[config.mk]
export PLATFORM = sky130hd
export DESIGN_NAME = pipelined_cla_subtractor
export DESIGN_NICKNAME = d
export VERILOG_FILES = /design/src/rtl/pipelined_cla_subtractor.sv
export SDC_FILE = /design/constraint.sdc
export NUM_CORES = 1
export LEC_CHECK = 0
export BUFFER_PORTS_ARGS = -buffer_cell sky130_fd_sc_hd__buf_4
export CORE_MARGIN = 1
export CORE_UTILIZATION = 55
export CTS_CLUSTER_SIZE = 24
export DETAILED_ROUTE_END_ITERATION = 7
export GPL_TIMING_DRIVEN = 1
export PLACE_DENSITY = 0.89
export SLEW_MARGIN = 20
export SYNTH_ARGS = -nofsm -noshare
export SYNTH_HDL_FRONTEND = slang
export SYNTH_SLANG_ARGS = --single-unit
[constraint.sdc]
create_clock -name clk -period 8.2 [get_ports clk]
set_input_delay 2.05 -clock clk [delete_from_list [all_inputs] [get_ports clk]]
set_output_delay 2.05 -clock clk [all_outputs]
set_load 0.005 [all_outputs]
[src/rtl/pipelined_cla_subtractor.sv]
// Two-stage pipelined subtractor: D = A - B - Bin, computed as A + ~B + ~Bin.
// The carry chain is split at the WIDTH/2 boundary. The lower half is resolved in
// stage 1 and the upper half in stage 2. Each stage uses a generate/propagate
// lookahead network. The valid/ready handshake on both sides buffers up to two
// results. in_ready is the only combinational input-to-output path (from out_ready).
// WIDTH must be even and >= 4.
module pipelined_cla_subtractor #(
  parameter int WIDTH = 16
) (
  input  logic             clk,
  input  logic             rst_n,
  input  logic             in_valid,
  output logic             in_ready,
  input  logic [WIDTH-1:0] A,
  input  logic [WIDTH-1:0] B,
  input  logic             Bin,
  output logic             out_valid,
  input  logic             out_ready,
  output logic [WIDTH-1:0] D,
  output logic             Bout,
  output logic             ovf
);

  localparam int LO = WIDTH / 2;

  // Lookahead carries for one half: c[0] is the carry in, c[LO] the carry out.
  function automatic logic [LO:0] cla_carries(input logic [LO-1:0] a,
                                               input logic [LO-1:0] b,
                                               input logic          cin);
    logic [LO-1:0] g;
    logic [LO-1:0] p;
    logic [LO:0]   c;
    g    = a & b;
    p    = a ^ b;
    c    = '0;
    c[0] = cin;
    for (int i = 0; i < LO; i++) begin
      c[i+1] = g[i] | (p[i] & c[i]);
    end
    return c;
  endfunction

  // Stage 1 registers
  logic          s1_valid_q;
  logic [LO-1:0] s1_d_lo_q;
  logic          s1_c_lo_q;
  logic [LO-1:0] s1_a_hi_q;
  logic [LO-1:0] s1_nb_hi_q;

  // Stage 2 (output) registers
  logic             out_valid_q;
  logic [WIDTH-1:0] d_q;
  logic             bout_q;
  logic             ovf_q;

  // Combinational half-adder results
  logic [LO-1:0] lo_p;
  logic [LO:0]   lo_c;
  logic [LO-1:0] hi_p;
  logic [LO:0]   hi_c;

  // Handshake
  logic s1_load;
  logic s2_load;

  // Lower half: A[LO-1:0] + ~B[LO-1:0] + ~Bin.
  // NOTE: always_comb assigns every output on every path, so no latch is inferred.
  always_comb begin
    lo_p = A[LO-1:0] ^ ~B[LO-1:0];
    lo_c = cla_carries(A[LO-1:0], ~B[LO-1:0], ~Bin);
  end

  // Upper half uses the registered lower-half carry as its carry in.
  always_comb begin
    hi_p = s1_a_hi_q ^ s1_nb_hi_q;
    hi_c = cla_carries(s1_a_hi_q, s1_nb_hi_q, s1_c_lo_q);
  end

  // The output stage loads when it is empty or being drained.
  // Stage 1 loads when it is empty or moving into stage 2.
  assign s2_load  = !out_valid_q || out_ready;
  assign s1_load  = !s1_valid_q  || s2_load;
  assign in_ready = s1_load;

  // Stage 1: capture the lower-half sum and carry, and the upper operand halves.
  // NOTE: sequential state uses non-blocking assignments so all registers update together.
  // NOTE: data registers are reset too, so outputs and state are defined from reset release.
  always_ff @(posedge clk or negedge rst_n) begin
    if (!rst_n) begin
      s1_valid_q <= 1'b0;
      s1_d_lo_q  <= '0;
      s1_c_lo_q  <= 1'b0;
      s1_a_hi_q  <= '0;
      s1_nb_hi_q <= '0;
    end else if (s1_load) begin
      s1_valid_q <= in_valid;
      if (in_valid) begin
        s1_d_lo_q  <= lo_p ^ lo_c[LO-1:0];
        s1_c_lo_q  <= lo_c[LO];
        s1_a_hi_q  <= A[WIDTH-1:LO];
        s1_nb_hi_q <= ~B[WIDTH-1:LO];
      end
    end
  end

  // Stage 2: finish the upper half and register the result, borrow and overflow.
  // Data holds through bubbles, so the outputs keep their last value.
  always_ff @(posedge clk or negedge rst_n) begin
    if (!rst_n) begin
      out_valid_q <= 1'b0;
      d_q         <= '0;
      bout_q      <= 1'b0;
      ovf_q       <= 1'b0;
    end else if (s2_load) begin
      out_valid_q <= s1_valid_q;
      if (s1_valid_q) begin
        d_q    <= {hi_p ^ hi_c[LO-1:0], s1_d_lo_q};
        bout_q <= ~hi_c[LO];
        ovf_q  <= hi_c[LO] ^ hi_c[LO-1];
      end
    end
  end

  assign out_valid = out_valid_q;
  assign D         = d_q;
  assign Bout      = bout_q;
  assign ovf       = ovf_q;

endmodule
==> flow_summary.toml, run 1 <==
[run_status]
outcome = "finished clean"

[floorplan]
initial_core_util_pct = 57.9
io_pins = 57
rows = 22
dieHeight_um = 64.6
floorplan.die_area_um2 = 4170
core_um2 = 3720
die_x_um = 64.6

[critical_path]
worstPathRequired_ns = 8.37
crit_cells = 12
cp_cell_sequence = "buf_4, inv_1, fa_1, fa_1, fa_1, fa_1, fa_1, fa_1, fa_1, inv_1, fa_1, mux2_4"
critical_path_class = "in -> reg"
cp.buffers_inverters = 3
crit_family = "adder cells"
worst_setup_path_start_kind = "input port"
cpPeakStageDelay_ns = 0.44
reg2reg_depth = 12
slowest_stage = "fa_1"
crit_start = "A[0]"
crit_path_frequent_cell = "fa_1"
critPathMaxFanout = 1
r2r_end = "ovf"
crit_end = "s1_d_lo_q[7]"
endpoint_kind = "flop"
rrSetupSlack_ns = 4.15
r2r_start = "s1_c_lo_q"
cp.arrival_ns = 5.74

[synthesis]
synth_largest_area_cell = "dfrtp_1"
avgSynthCellArea_um2 = 15.1
synth-seq-cells = 45
synth.distinct_cells = 15
syn_nets = 196
yosysWarnings = 0
synth_area_um2 = 2150
ys_seq_area_share_pct = 52.3
postSynthCellCount = 143
synthTopCellsByArea = "dfrtp_1 (52%), fa_1 (15%), mux2_2 (10%)"
synth_top_area_share_pct = 52.3

[routing]
firstDrtPassIters = 4
ant_nets = 0
routedWlPerCell_um = 14.4
vias_per_cell = 4.94
drc = 0
totalWireLength_um = 3610
num_vias = 1239
drt_iter0_markers = 50

[clocking]
ctsResizeCount = 0
cts_buffer_depth = 2
cts_max_level = 2
tritoncts = "done"
cts.sink_count = 45
clk_pin_slew_ns = 0.07
cts_buffers = 5
post_cts_buffers = 0
cts-root-buf = "clkbuf_8"
insertion_delay_ns = 0.29
ctsHoldBuffers = 0

[layout]
fill_cells = 255
syn2layout_area_growth_pct = 24.3
regArea_um2 = 1130
final_cell_mix = "buf_4 (56), dfrtp_1 (45), inv_1 (28)"
nets = 256
multiInputGateArea_um2 = 880
final_cell_area_um2 = 2680
drive_gt1_share_pct = 45.3
layout_commonest_cell = "buf_4"
n_antenna_cell = 0

[sta]
worstMarginPinSlew_ns = 0.541
setup_viol = 0
rsz0062_at_grt = "false"
period_share_pct = 67.9
fin_setup_tns_ns = 0
relSlewSlack_pct = 63.9
clock_skew_ns = 0.00961
hold_viol = 0
layout_min_cycle_time_ns = 5.57
clock.fmax_mhz = 180
drv_slew = 0

[pwr]
pwr_density_cell_nw_per_um2 = 250
leakagePower_uw = 0.00138
vdd_drop_max_mv = 0.119

[grt]
grt-ovfl-total = 0
antenna_found_initial = 0
grt_max_degree = 46
globalRouteTotalUtil_pct = 20.8
grt_pass1_wl_um = 6400
grt_pass1_vias = 1360

[placement]
io_buffers = 56
dp_hpwl_um = 2780
routabilityCongestion = 0.754
placed_area_um2 = 2590

[job]
cap_violations = 0

[min_path]
hp-class = "reg -> reg"
[metrics by stage]
| step | hold WS, ns | utilization (%) | std cells | total power (uW) | setup slack [ns] |
|---|---|---|---|---|---|
| after floorplan | 0.477 | - | 143 | 434 | 2.59 |
| after global placement | 0.487 | 69.7 | 244 | 527 | 2.42 |
| after detailed placement | 0.497 | 69.7 | 244 | 545 | 2.32 |
| after CTS | 0.516 | 72.1 | 251 | 678 | 2.62 |
| after global routing | 0.528 | 72.1 | 251 | 717 | 2.52 |
| final | 0.507 | 72.1 | 251 | 668 | 2.63 |
[metal layers]
metal	vias up	part of all wire, %	global-route usage, %
li1	568	-	-
met1	626	41	26.8
met2	39	53	34.6
met3	6	3.8	4.58
met4	0	1.7	7.78
met5	-	0	0
[cell type report]
type                       instances  area share (%)
inverter                          28            3.93
clock buffer                       7            3.22
tap                               48            2.24
multi-input combinational         67            32.9
timing repair buffer              56            15.7
sequential                        45            42.1
[cell families after synthesis]
family / share of synthesized area (%)
DFF: 52.3
and+or+nand+nor: 2.96
adders and majority gates: 14.9
buffers and inverters: 6.86
xor gates and xnor gates: 0.407
muxes: 22.1
AOI/OAI and AO/OA: 0.523
[worst min path at each step]
stage / from / end / slack (ns) / cells past startpoint
2_1_floorplan: s1_d_lo_q[7] / s1_d_lo_q[7] / 0.48 / 1
3_3_place_gp: s1_d_lo_q[1] / D[1] / 0.49 / 1
3_5_place_dp: s1_d_lo_q[2] / D[2] / 0.50 / 1
4_1_cts: s1_d_lo_q[7] / s1_d_lo_q[7] / 0.52 / 1
5_1_grt: D[9] / D[9] / 0.53 / 1
6_report: D[10] / D[10] / 0.51 / 1
[flip-flops by register name, indices dropped and copies added (netlist names)]
| register | flops |
|---|---|
| s1_valid_q | 1 |
| D | 16 |
| s1_a_hi_q | 8 |
| ovf | 1 |
| s1_c_lo_q | 1 |
| Bout | 1 |
| s1_d_lo_q | 8 |
| s1_nb_hi_q | 8 |
| out_valid | 1 |
[synth_stat cells]
cell type,number
nand3b_4,1
nand2_4,2
mux2i_1,16
dfrtp_1,45
mux2_4,6
fa_1,16
inv_1,28
nand2b_1,2
a21oi_1,1
mux2_2,20
buf_12,1
buf_6,2
xor2_1,1
nand2b_2,1
a31oi_1,1
[where the power goes]
part / leakage [uW] / switching (uW) / internal [uW] / total [uW]
Clock: 0.0000443 / 65.3 / 66.8 / 132
Sequential: 0.000522 / 38.4 / 287 / 326
Combinational: 0.000816 / 78.8 / 132 / 210
Total: 0.00138 / 182 / 486 / 668
(Power assumes the default switching activity.)
==> inputs of run 2 (changes only) <==
--- a/config.mk
+++ b/config.mk
@@ -7,11 +7,11 @@
 export LEC_CHECK = 0
 export BUFFER_PORTS_ARGS = -buffer_cell sky130_fd_sc_hd__buf_4
 export CORE_MARGIN = 1
-export CORE_UTILIZATION = 55
+export CORE_UTILIZATION = 52
 export CTS_CLUSTER_SIZE = 24
 export DETAILED_ROUTE_END_ITERATION = 7
 export GPL_TIMING_DRIVEN = 1
-export PLACE_DENSITY = 0.89
+export PLACE_DENSITY = 0.85
 export SLEW_MARGIN = 20
 export SYNTH_ARGS = -nofsm -noshare
 export SYNTH_HDL_FRONTEND = slang
==> constraint.sdc (replaced) <==
create_clock -name clk -period 5.7 [get_ports clk]
set_input_delay 1.425 -clock clk [delete_from_list [all_inputs] [get_ports clk]]
set_output_delay 1.425 -clock clk [all_outputs]
set_load 0.005 [all_outputs]
==> run 2 against run 1 <==
- cell count grew 1.2%
- combinational power grew 44%
- non-clock buffer count is the same
- highest routed layer unchanged
- via count grew 1.0%
- critical path type unchanged
==> flow_summary.toml, run 2 (synthesized netlist as in run 1, its figures left out) <==
[critical_path]
crit_family = "adder cells"
reg2reg_depth = 12
crit_cells = 12
worst_setup_path_start_kind = "input port"
critical_path_class = "in -> reg"
cp_cell_sequence = "buf_4, inv_1, fa_1, fa_1, fa_1, fa_1, fa_1, fa_1, fa_1, inv_1, fa_1, mux2_4"
crit_path_frequent_cell = "fa_1"
critPathMaxFanout = 1
cp.arrival_ns = 5.06
worstPathRequired_ns = 5.88
cpPeakStageDelay_ns = 0.43
endpoint_kind = "flop"
slowest_stage = "fa_1"
cp.buffers_inverters = 3

[floorplan]
initial_core_util_pct = 53.8
core_um2 = 4000
rows = 23
dieHeight_um = 66.4
floorplan.die_area_um2 = 4400
die_x_um = 66.4
io_pins = 57

[pwr]
leakagePower_uw = 0.00139
p_sw_share_pct = 27.2
power_frac_seq_pct = 47.8
net-switching-power_uw = 267
pwr_density_cell_nw_per_um2 = 363
combPwrFrac_pct = 30.9
clkPwrFrac_pct = 21.3
p_int_uw = 712
vdd_drop_max_mv = 0.178

[routing]
drt_iter0_markers = 35
totalWireLength_um = 3570
ant_nets = 0
routedWlPerCell_um = 14.0
firstDrtPassIters = 4
drc = 0
vias_per_cell = 4.93
num_vias = 1252

[layout]
utilization_pct = 67.4
layout_commonest_cell = "buf_4"
final_cell_mix = "buf_4 (56), dfrtp_1 (45), inv_1 (28)"
final_cell_area_um2 = 2700
fill_cells = 304
syn2layout_area_growth_pct = 25.2
drive_gt1_share_pct = 46.1
n_antenna_cell = 0
nets = 256
largest_reg_flops = 16

[sta]
holdWs_ns = 0.510
layout_min_cycle_time_ns = 4.88
rsz0062_at_grt = "false"
fin_setup_tns_ns = 0
period_share_pct = 85.6
relSlewSlack_pct = 63.6
drv_slew = 0
worstMarginPinSlew_ns = 0.546
hold_viol = 0
setup_viol = 0
clock.fmax_mhz = 205
clock_skew_ns = 0.00383

[grt]
grt_max_degree = 46
grt-ovfl-total = 0
grt_pass1_vias = 1303
grt_pass1_wl_um = 5880
antenna_found_initial = 0
globalRouteTotalUtil_pct = 18.7

[clocking]
post_cts_buffers = 0
tritoncts = "done"
clk_pin_slew_ns = 0.08
ctsResizeCount = 0
ctsHoldBuffers = 0
cts.sink_count = 45
cts-root-buf = "clkbuf_8"
cts_buffer_depth = 2
cts_buffers = 5
cts_max_level = 2
insertion_delay_ns = 0.29

[placement]
placed_area_um2 = 2590
io_buffers = 56
routabilityCongestion = 0.691
dp_hpwl_um = 2690

[min_path]
whs_path_depth = 1
hp-class = "reg -> reg"

[job]
cap_violations = 0

[run_status]
outcome = "finished clean"
## run 2: metrics by stage
stage | setup WS [ns] | cells | total power (uW)
after detailed placement | 0.522 | 246 | 783
after CTS | 0.802 | 254 | 995
after global routing | 0.668 | 254 | 1050
after floorplan | 0.714 | 143 | 624
after global placement | 0.540 | 246 | 760
final | 0.819 | 254 | 979
## run 2: routing by layer
layer | vias to the layer above | GRT usage [%] | share of wire (%)
met4 | 0 | 6.38 | 0.84
met5 | - | 0 | 0
li1 | 571 | - | -
met3 | 4 | 6.21 | 7.3
met2 | 48 | 31.1 | 50
met1 | 629 | 22.9 | 41
## run 2: path summary, 6_finish.rpt
check / startpoint / endpoint / slack [ns]
worst max register to register: s1_c_lo_q / ovf / 1.61
min in group asynchronous: rst_n / s1_nb_hi_q[3] / 1.13
worst min register to register: D[13] / D[13] / 0.51
worst min-delay path: D[13] / D[13] / 0.51
max in group asynchronous: rst_n / D[3] / 4.21
worst max-delay path: A[0] / s1_d_lo_q[7] / 0.82
## run 2: final cells by class
cell class	instances	area (um2)	share of cell area, %
clock buffer	7	96.3	3.57
clock inverter	1	5.00	0.186
inverter	28	105	3.90
multi-input combinational	67	880	32.6
sequential	45	1130	41.8
tap	50	62.6	2.32
timing repair buffer	56	420	15.6
## run 2: power groups by stage
stage                     clock network (uW)  logic (uW)  registers [uW]
after floorplan                            0         154             470
after CTS                                216         310             469
after detailed placement                   0         308             475
after global routing                     232         338             479
final                                    209         302             468
after global placement                     0         290             470
## run 2: worst register-to-register path: stages, from the launching register on
cell,delay [ns]
dfrtp_1,0.39
inv_1,0.08
fa_1,0.17
inv_1,0.06
fa_1,0.38
fa_1,0.40
fa_1,0.41
fa_1,0.40
fa_1,0.41
fa_1,0.45
fa_1,0.43
xor2_1,0.16
mux2_2,0.26
==> inputs of run 3 (changes only) <==
--- a/config.mk
+++ b/config.mk
@@ -7,11 +7,11 @@
 export LEC_CHECK = 0
 export BUFFER_PORTS_ARGS = -buffer_cell sky130_fd_sc_hd__buf_4
 export CORE_MARGIN = 1
-export CORE_UTILIZATION = 52
+export CORE_UTILIZATION = 47
 export CTS_CLUSTER_SIZE = 24
 export DETAILED_ROUTE_END_ITERATION = 7
 export GPL_TIMING_DRIVEN = 1
-export PLACE_DENSITY = 0.85
+export PLACE_DENSITY = 0.81
 export SLEW_MARGIN = 20
 export SYNTH_ARGS = -nofsm -noshare
 export SYNTH_HDL_FRONTEND = slang
==> constraint.sdc (replaced) <==
create_clock -name clk -period 4.45 [get_ports clk]
set_input_delay 1.1125 -clock clk [delete_from_list [all_inputs] [get_ports clk]]
set_output_delay 1.1125 -clock clk [all_outputs]
set_load 0.005 [all_outputs]
==> run 3 against run 2 <==
- utilization is 5.9 points lower
- sequential power is 28% higher
- die area is 10% higher
- sequential share of layout area hardly changed
- power is 26% higher
- sequential cell count stayed put
==> flow_summary.toml, run 3 (synthesized netlist as in run 1, its figures left out) <==
[critical_path]
rrSetupSlack_ns = 0.37
worst_setup_path_start_kind = "input port"
endpoint_kind = "flop"
r2r_end = "ovf"
cp.arrival_ns = 4.53
reg2reg_depth = 12
crit_start = "A[0]"
critPathMaxFanout = 1
worstPathRequired_ns = 4.63
r2r_start = "s1_a_hi_q[0]"
critical_path_class = "in -> reg"

[layout]
nets = 256
utilization_pct = 61.4
final_cell_mix = "buf_4 (56), dfrtp_1 (45), inv_1 (28)"
drive_gt1_share_pct = 48.5
syn2layout_area_growth_pct = 25.1
largest_reg_flops = 16
n_antenna_cell = 0
layout_commonest_cell = "buf_4"
stdcell_count = 256

[placement]
dp_hpwl_um = 2670
io_buffers = 56
routabilityCongestion = 0.682
dpl_worst_slack_ns = -0.224
dpl.cell_count = 248

[clocking]
cts_buffer_depth = 2
clk_pin_slew_ns = 0.08
cts_max_level = 2
tritoncts = "done"
ctsHoldBuffers = 0
cts_buffers = 5
insertion_delay_ns = 0.29
ctsResizeCount = 0
cts-root-buf = "clkbuf_8"
post_cts_buffers = 0
cts.sink_count = 45

[grt]
grt-ovfl-total = 0
grt_pass1_wl_um = 6260
grt_max_degree = 46
grt_pass1_vias = 1418
antenna_found_initial = 0
globalRouteTotalUtil_pct = 16.7

[pwr]
pwr_density_cell_nw_per_um2 = 456
vdd_drop_max_mv = 0.235
p_total_uw = 1230
leakagePower_uw = 0.00138

[min_path]
hp-class = "reg -> reg"
hold_start = "D[12]"
whs_path_depth = 1
whs_endpoint = "D[12]"

[routing]
routedWlPerCell_um = 13.9
num_vias = 1226
drt_iter0_markers = 53
ant_nets = 0
drc = 0
totalWireLength_um = 3570
vias_per_cell = 4.79
firstDrtPassIters = 4

[floorplan]
floorplan.die_area_um2 = 4860
dieHeight_um = 69.7
rows = 24
io_pins = 57
die_x_um = 69.7
core_um2 = 4380
initial_core_util_pct = 49.1

[sta]
layout_min_cycle_time_ns = 4.34
relSlewSlack_pct = 62.8
hold_viol = 0
worstMarginPinSlew_ns = 0.559
rsz0062_at_grt = "false"
setup_viol = 0
drv_slew = 0
period_share_pct = 97.6
timing.final.ws_setup_ns = 0.105
clock_skew_ns = 0.00688
clock.fmax_mhz = 230

[job]
cap_violations = 0

[run_status]
outcome = "finished clean"
## run 3: power by group
group	leakage (uW)	internal (uW)	total [uW]	switching (uW)
Combinational	0.000811	243	389	145
Sequential	0.000522	529	600	70.6
Clock	0.0000450	109	240	131
## run 3: how the worst max path moves through the flow
stage / slack, ns / end / depth (start not counted)
3_5_place_dp: -0.22 / s1_d_lo_q[7] / 12
4_1_cts: 0.09 / s1_d_lo_q[7] / 12
5_1_grt: 0.04 / s1_d_lo_q[7] / 12
3_3_place_gp: -0.15 / s1_d_lo_q[7] / 12
2_1_floorplan: -0.003 / s1_d_lo_q[7] / 11
6_report: 0.11 / s1_d_lo_q[7] / 12
## run 3: metal layers
layer  wire length, um  up-vias  share of wire (%)  GRT usage [%]
met2              1840       39                 51           27.9
met1              1440      612                 40           20.0
met5                 0        -                  0              0
met4                47        0                1.3           5.33
li1                  -      569                  -              -
met3               242        6                6.8           6.25
## run 3: metrics by stage
step | hold slack (ns) | TNS, ns | cell area (um2)
after detailed placement | 0.496 | -0.224 | 2610
after floorplan | 0.477 | -0.00286 | 2170
final | 0.509 | 0 | 2690
after CTS | 0.515 | 0 | 2690
after global placement | 0.487 | -0.147 | 2610
after global routing | 0.529 | 0 | 2690
## run 3: critical path, stage by stage
cell	delay [ns]
buf_4	0.07
inv_1	0.04
fa_2	0.40
fa_2	0.38
fa_2	0.35
fa_2	0.35
fa_2	0.34
fa_2	0.35
fa_1	0.36
inv_1	0.08
fa_1	0.41
mux2_4	0.27
## run 3: layout make-up
type                       instances  area [um2]
timing repair buffer              56         420
fill                             360        1690
clock inverter                     2        10.0
clock buffer                       6        72.6
multi-input combinational         67         895
tap                               52        65.1
inverter                          28         105
sequential                        45        1130
